--- config.mk ---
export PLATFORM = sky130hd
export DESIGN_NAME = fetch_stage_flat
export DESIGN_NICKNAME = d
export VERILOG_FILES = /design/src/rtl/lc3b_types.sv /design/src/rtl/fetch_stage_if.sv /design/src/rtl/fetch_perf_counter.sv /design/src/rtl/fetch_stage.sv /design/src/flat_wrapper.sv
export SDC_FILE = /design/constraint.sdc
export NUM_CORES = 1
export LEC_CHECK = 0
export ABC_AREA = 0
export CAP_MARGIN = 20
export CORE_ASPECT_RATIO = 0.6
export CORE_MARGIN = 2
export CORE_UTILIZATION = 50
export CTS_CLUSTER_SIZE = 30
export DETAILED_ROUTE_END_ITERATION = 8
export PLACE_DENSITY = 0.88
export SETUP_SLACK_MARGIN = 0.15
export SLEW_MARGIN = 40
export SYNTH_ARGS = -nofsm -noshare
export SYNTH_HDL_FRONTEND = slang
export SYNTH_SLANG_ARGS = --single-unit
--- constraint.sdc ---
create_clock -name clk -period 3.01 [get_ports clk]
set_clock_uncertainty 0.15 [all_clocks]
set_input_delay 0.903 -clock clk [delete_from_list [all_inputs] [get_ports clk]]
set_output_delay 0.903 -clock clk [all_outputs]
set_load 0.03 [all_outputs]
--- src/rtl/lc3b_types.sv ---
`default_nettype none
// ============================================================================
// Module   : lc3b_types
// Purpose  : Shared LC-3b word type, fetch-stage state encoding and PC step.
// Revision : 1.0 - initial release
// ============================================================================
package lc3b_types;

    typedef logic [15:0] lc3b_word;

    typedef enum logic [1:0] {
        FETCH_REQ    = 2'd0,
        FETCH_HOLD   = 2'd1,
        FETCH_SQUASH = 2'd2
    } fetch_state_t;

    localparam int LC3B_PC_STEP = 2;

endpackage
`default_nettype wire

--- src/rtl/fetch_stage_if.sv ---
`default_nettype none
// ============================================================================
// Module   : fetch_stage_if
// Purpose  : Instruction-memory read/resp bus between fetch stage and memory.
// Revision : 1.0 - initial release
// ============================================================================
interface fetch_stage_if;
    import lc3b_types::*;

    logic     imem_read;
    lc3b_word imem_address;
    lc3b_word imem_rdata;
    logic     imem_resp;

    modport master (
        output imem_read,
        output imem_address,
        input  imem_rdata,
        input  imem_resp
    );

    modport slave (
        input  imem_read,
        input  imem_address,
        output imem_rdata,
        output imem_resp
    );

endinterface
`default_nettype wire

--- src/rtl/fetch_perf_counter.sv ---
`default_nettype none
// ============================================================================
// Module   : fetch_perf_counter
// Purpose  : 16-bit saturating event counter with asynchronous reset.
// Revision : 1.0 - initial release
// ============================================================================
module fetch_perf_counter (
    input  wire logic        clk,
    input  wire logic        reset,
    input  wire logic        i_inc,
    output logic [15:0]      o_count
);

    localparam logic [15:0] c_MAX = 16'hFFFF;

    logic [15:0] r_count;

    always_ff @(posedge clk or posedge reset) begin
        if (reset) begin
            r_count <= '0;
        end else if (i_inc && (r_count != c_MAX)) begin
            r_count <= r_count + 16'd1;
        end
    end

    assign o_count = r_count;

endmodule
`default_nettype wire

--- src/rtl/fetch_stage.sv ---
`default_nettype none
// ============================================================================
// Module   : fetch_stage
// Purpose  : LC-3b instruction fetch: owns the PC, reads imem, buffers one
//            instruction for the IF/ID barrier, handles redirects/squash.
//            Optional performance counters under macro FETCH_PERF_EN.
// Revision : 1.0 - initial release
// ============================================================================
module fetch_stage
    import lc3b_types::*;
#(
    parameter lc3b_word RESET_PC = 16'h0000,
    parameter int       PC_STEP  = LC3B_PC_STEP
) (
    input  wire logic      clk,
    input  wire logic      reset,
    input  wire logic      stall,
    input  wire logic      redirect,
    input  wire lc3b_word  redirect_pc,
    fetch_stage_if.master  imem,
    output lc3b_word       ir_out,
    output lc3b_word       pc_out,
    output logic           valid_out
`ifdef FETCH_PERF_EN
    ,
    output logic [15:0]    perf_fetched,
    output logic [15:0]    perf_squashed
`endif
);

    localparam lc3b_word c_PC_STEP = lc3b_word'(PC_STEP);

    fetch_state_t r_state;
    fetch_state_t w_next_state;
    lc3b_word     r_pc;
    lc3b_word     r_pend_pc;

    always_ff @(posedge clk or posedge reset) begin
        if (reset) begin
            r_state <= FETCH_REQ;
        end else begin
            r_state <= w_next_state;
        end
    end

    always_comb begin
        w_next_state = r_state;
        case (r_state)
            FETCH_REQ: begin
                if (imem.imem_resp) begin
                    w_next_state = redirect ? FETCH_REQ : FETCH_HOLD;
                end else if (redirect) begin
                    w_next_state = FETCH_SQUASH;
                end
            end
            FETCH_HOLD: begin
                if (redirect || !stall) begin
                    w_next_state = FETCH_REQ;
                end
            end
            FETCH_SQUASH: begin
                if (imem.imem_resp) begin
                    w_next_state = FETCH_REQ;
                end
            end
            default: w_next_state = FETCH_REQ;
        endcase
    end

    always_comb begin
        imem.imem_read    = (r_state != FETCH_HOLD);
        imem.imem_address = r_pc;
    end

    // Datapath: the address register only moves once the outstanding read
    // has completed, so imem_address stays stable while imem_read is high.
    always_ff @(posedge clk or posedge reset) begin
        if (reset) begin
            r_pc      <= RESET_PC;
            r_pend_pc <= RESET_PC;
            ir_out    <= '0;
            pc_out    <= '0;
            valid_out <= 1'b0;
        end else begin
            case (r_state)
                FETCH_REQ: begin
                    if (imem.imem_resp) begin
                        if (redirect) begin
                            r_pc <= redirect_pc;
                        end else begin
                            ir_out    <= imem.imem_rdata;
                            pc_out    <= r_pc;
                            valid_out <= 1'b1;
                        end
                    end else if (redirect) begin
                        r_pend_pc <= redirect_pc;
                    end
                end
                FETCH_HOLD: begin
                    if (redirect) begin
                        valid_out <= 1'b0;
                        r_pc      <= redirect_pc;
                    end else if (!stall) begin
                        valid_out <= 1'b0;
                        r_pc      <= r_pc + c_PC_STEP;
                    end
                end
                FETCH_SQUASH: begin
                    if (imem.imem_resp) begin
                        r_pc <= redirect ? redirect_pc : r_pend_pc;
                    end else if (redirect) begin
                        r_pend_pc <= redirect_pc;
                    end
                end
                default: ;
            endcase
        end
    end

`ifdef FETCH_PERF_EN
    logic w_accept;
    logic w_squash;

    assign w_accept = valid_out && !stall;
    assign w_squash = imem.imem_resp &&
                      (((r_state == FETCH_REQ) && redirect) || (r_state == FETCH_SQUASH));

    fetch_perf_counter u_perf_fetched (
        .clk     (clk),
        .reset   (reset),
        .i_inc   (w_accept),
        .o_count (perf_fetched)
    );

    fetch_perf_counter u_perf_squashed (
        .clk     (clk),
        .reset   (reset),
        .i_inc   (w_squash),
        .o_count (perf_squashed)
    );
`endif

endmodule
`default_nettype wire

--- src/flat_wrapper.sv ---
// flat-port wrapper written by rule: the top's interface ports become plain ports
module fetch_stage_flat import lc3b_types::*;
#(
    parameter lc3b_word RESET_PC = 16'h0000,
    parameter int       PC_STEP  = LC3B_PC_STEP
)
  (clk, reset, stall, redirect, redirect_pc, ir_out, pc_out, valid_out, imem_imem_read, imem_imem_address, imem_imem_rdata, imem_imem_resp);
  fetch_stage_if imem_i ();
  input  wire logic clk;
  input  wire logic reset;
  input  wire logic stall;
  input  wire logic redirect;
  input  wire lc3b_word redirect_pc;
  output lc3b_word ir_out;
  output lc3b_word pc_out;
  output logic valid_out;
  output wire logic [$bits(imem_i.imem_read)-1:0] imem_imem_read;
  output wire logic [$bits(imem_i.imem_address)-1:0] imem_imem_address;
  input wire logic [$bits(imem_i.imem_rdata)-1:0] imem_imem_rdata;
  input wire logic [$bits(imem_i.imem_resp)-1:0] imem_imem_resp;
  assign imem_imem_read = imem_i.imem_read;
  assign imem_imem_address = imem_i.imem_address;
  assign imem_i.imem_rdata = imem_imem_rdata;
  assign imem_i.imem_resp = imem_imem_resp;
  fetch_stage #(.RESET_PC(RESET_PC), .PC_STEP(PC_STEP)) u_core (.clk(clk), .reset(reset), .stall(stall), .redirect(redirect), .redirect_pc(redirect_pc), .imem(imem_i), .ir_out(ir_out), .pc_out(pc_out), .valid_out(valid_out));
endmodule
==> impl_metrics.py <==
metrics = {
    "critical_path": {
        "end_kind": "primary output",
        "crit_required_ps": 1960,
        "slowest_delay_ps": 750,
        "path_cells": "clkdlybuf4s50_1",
        "r2r_slack_ps": 730,
        "critPathArrivalTime_ps": 1630,
        "critical_path_class": "flip-flop to primary output",
        "worst-path-max-fanout": 9,
        "cpMaxStageDelayCell": "clkdlybuf4s50_1",
        "cp.buffers_inverters": 1,
        "path_delay_family": "buffers and inverters",
        "crit_path_start_kind": "flip-flop",
    },
    "logic_synthesis": {
        "postSynthNetCount": 362,
        "netlist_area_mm2": 0.00361,
        "synth_simple_gate_area_share_pct": 12.6,
        "synthFlopType": "dfrtp_1",
        "synth.avg_cell_area_um2": 11.3,
        "synth_edf_count": 0,
        "syn_inst": 320,
        "synth_top_family_by_area": "multiplexers",
        "synth_cell_type_count": 52,
        "synth_mux_area_share_pct": 18.7,
        "synth-async-reset-ratio_pct": 100,
        "seq_area_frac_synth_pct": 46.4,
        "yosys_warnings": 0,
        "ys_ff_latch": 67,
        "synth_compound_area_share_pct": 14.3,
        "synthAdderAreaFrac_pct": 1.73,
        "yosys.area_share.xor_xnor_pct": 1.21,
    },
    "detailed_routing": {
        "routedWlPerCell_um": 18.3,
        "dr.pass1.iters": 6,
        "ant_nets": 0,
        "vias_per_cell": 5.78,
        "routed-wl-met3_um": 714,
        "wl_met1_um": 4320,
        "drt_iter0_drc": 342,
        "highest_layer": "met4",
        "vias": 2874,
        "routed_wl_um": 9080,
        "drcViolationCount": 0,
        "wl_met2_um": 3970,
    },
    "final_layout": {
        "layout_commonest_cell": "clkdlybuf4s50_1",
        "final_cell_area_mm2": 0.00487,
        "layout.nets": 447,
        "drive_gt1_share_pct": 19.8,
        "mostFrequentLayoutCells": "85 x clkdlybuf4s50_1, 67 x dfrtp_1, 32 x nand2_1",
        "area_growth_pct": 34.8,
        "antenna_cells": 0,
    },
    "power_and_ir_drop": {
        "p_leak_nw": 2.08,
        "pwr_density_cell_mw_per_mm2": 1200,
        "vdd_ir_drop_max_mv": 0.506,
    },
    "global_routing": {
        "grt.total_usage_pct": 24.2,
        "grt.overflow.total": 0,
        "grt_pass1_vias": 2855,
        "antenna_found_initial": 0,
        "grt_first_pass_wirelength_um": 15000,
        "grt_max_degree": 68,
    },
    "sta": {
        "fmax_mhz": 373,
        "min_period_ps": 2680,
        "hold_viol": 0,
        "worstMarginPinSlew_ps": 507,
        "rsz0062_at_grt": "false",
        "report.final.slew_viol_count": 0,
        "fin_ws_ps": 326,
        "slew_headroom_pct": 66.0,
        "setup_viol": 0,
        "fin_crit_sh_pct": 89.2,
        "fin_tns_setup_ps": 0,
    },
    "floorplanning": {
        "rows": 23,
        "chipWidth_um": 114,
        "dieArea_mm2": 0.00794,
        "start_util_pct": 53.0,
        "chipHeight_um": 69.8,
        "coreArea_mm2": 0.00682,
        "boundaryPins": 87,
    },
    "placed_design": {
        "dpl_cell_area_mm2": 0.00452,
        "place_ws_ps": 165,
        "io_buffers": 86,
        "routabilityCongestion": 0.852,
        "dp_hpwl_um": 6350,
    },
    "clock_tree": {
        "clk_pin_slew_worst_paths_ps": 60,
        "clockBufferDepth": 2,
        "cts_sinks": 67,
        "cts_root_buf": "clkbuf_16",
        "ctsHtreeMaxLevel": 3,
        "ctsHoldBuffers": 0,
        "cts_tree": "yes",
        "clkLatencyLatePin_ps": 340,
        "cts_made_buffers": 9,
    },
    "run": {
        "max_cap_viol_count": 0,
    },
    "worst_hold_path": {
        "min_path_type": "flip-flop to flip-flop",
    },
    "outcome": {
        "status": "finished, final reports clean",
    },
}
[routing by layer]
| layer | vias to the layer above | GRT usage, % |
|---|---|---|
| met5 | - | 0 |
| met4 | 0 | 6.50 |
| met3 | 11 | 7.78 |
| met2 | 117 | 34.2 |
| met1 | 1417 | 35.6 |
| li1 | 1329 | - |
[timing repair]
item | in CTS | in global routing
buffers inserted | 0 | 0
setup endpoints to repair | 1 | 0
resized for setup | 1 | 0
[per-stage QoR]
stage	utilization [%]	total power, mW	std cells	hold WS (ps)
floorplan	-	3.57	320	299
global placement	66.3	4.51	481	310
global route	71.4	6.16	497	363
finish	71.4	5.86	497	342
detailed placement	66.3	4.61	481	329
CTS	71.4	5.86	497	341
[registers in the layout, indices dropped and copies added (netlist names)]
signal / cells
u_core.imem.imem_address: 16
u_core.ir_out: 16
u_core.pc_out: 16
u_core.r_pend_pc: 16
u_core.r_state: 2
u_core.valid_out: 1
[cell type report]
cell class                      count  area (um^2)
Sequential cell                    67         1680
Clock buffer                        9          225
Multi-Input combinational cell    224         1750
Tap cell                           87          109
Timing Repair Buffer               95          952
Inverter                            8         30.0
Clock inverter                      7          123
Fill cell                         484         1950
[synthesized netlist by cell type (6+ instances only)]
library cell / number / share of area (%)
nor2_1: 21 / 2.2
a21oi_1: 14 / 1.9
inv_1: 8 / 0.83
mux2_4: 28 / 12
o21ai_0: 25 / 3.5
nand2_1: 32 / 3.3
buf_2: 9 / 1.2
nand3_1: 7 / 0.97
mux2_2: 14 / 4.4
o31ai_1: 7 / 1.5
nand4_1: 6 / 1.0
buf_6: 8 / 2.5
dfrtp_1: 67 / 46
[final timing paths]
check,from,depth (start not counted),to
worst max-delay path,u_core.imem.imem_address[10]$_DFFE_PP0P_,1,imem_imem_address[10]
worst min-delay path,u_core.r_pend_pc[0]$_DFFE_PP0P_,1,u_core.r_pend_pc[0]$_DFFE_PP0P_
worst max register to register,u_core.r_state[1]$_DFFE_PP0P_,7,u_core.imem.imem_address[9]$_DFFE_PP0P_
worst min register to register,u_core.r_pend_pc[0]$_DFFE_PP0P_,1,u_core.r_pend_pc[0]$_DFFE_PP0P_
max in group asynchronous,reset,3,u_core.imem.imem_address[5]$_DFFE_PP0P_
min in group asynchronous,reset,3,u_core.ir_out[0]$_DFFE_PP0P_
[report_power, final]
part           total [mW]  internal (mW)  switching (mW)  leakage [nW]
Clock                1.23          0.814           0.417         0.163
Combinational        2.86           1.32            1.54          1.12
Sequential           1.77           1.35           0.419         0.798
[cells by family after synthesis]
kind of cell / after synthesis
simple gates: 88
flops: 67
fa+ha+maj: 5
xor+xnor: 5
compound gates: 75
mux: 51
buf+inv: 29
No activity file was read; power rests on OpenSTA's default activity.
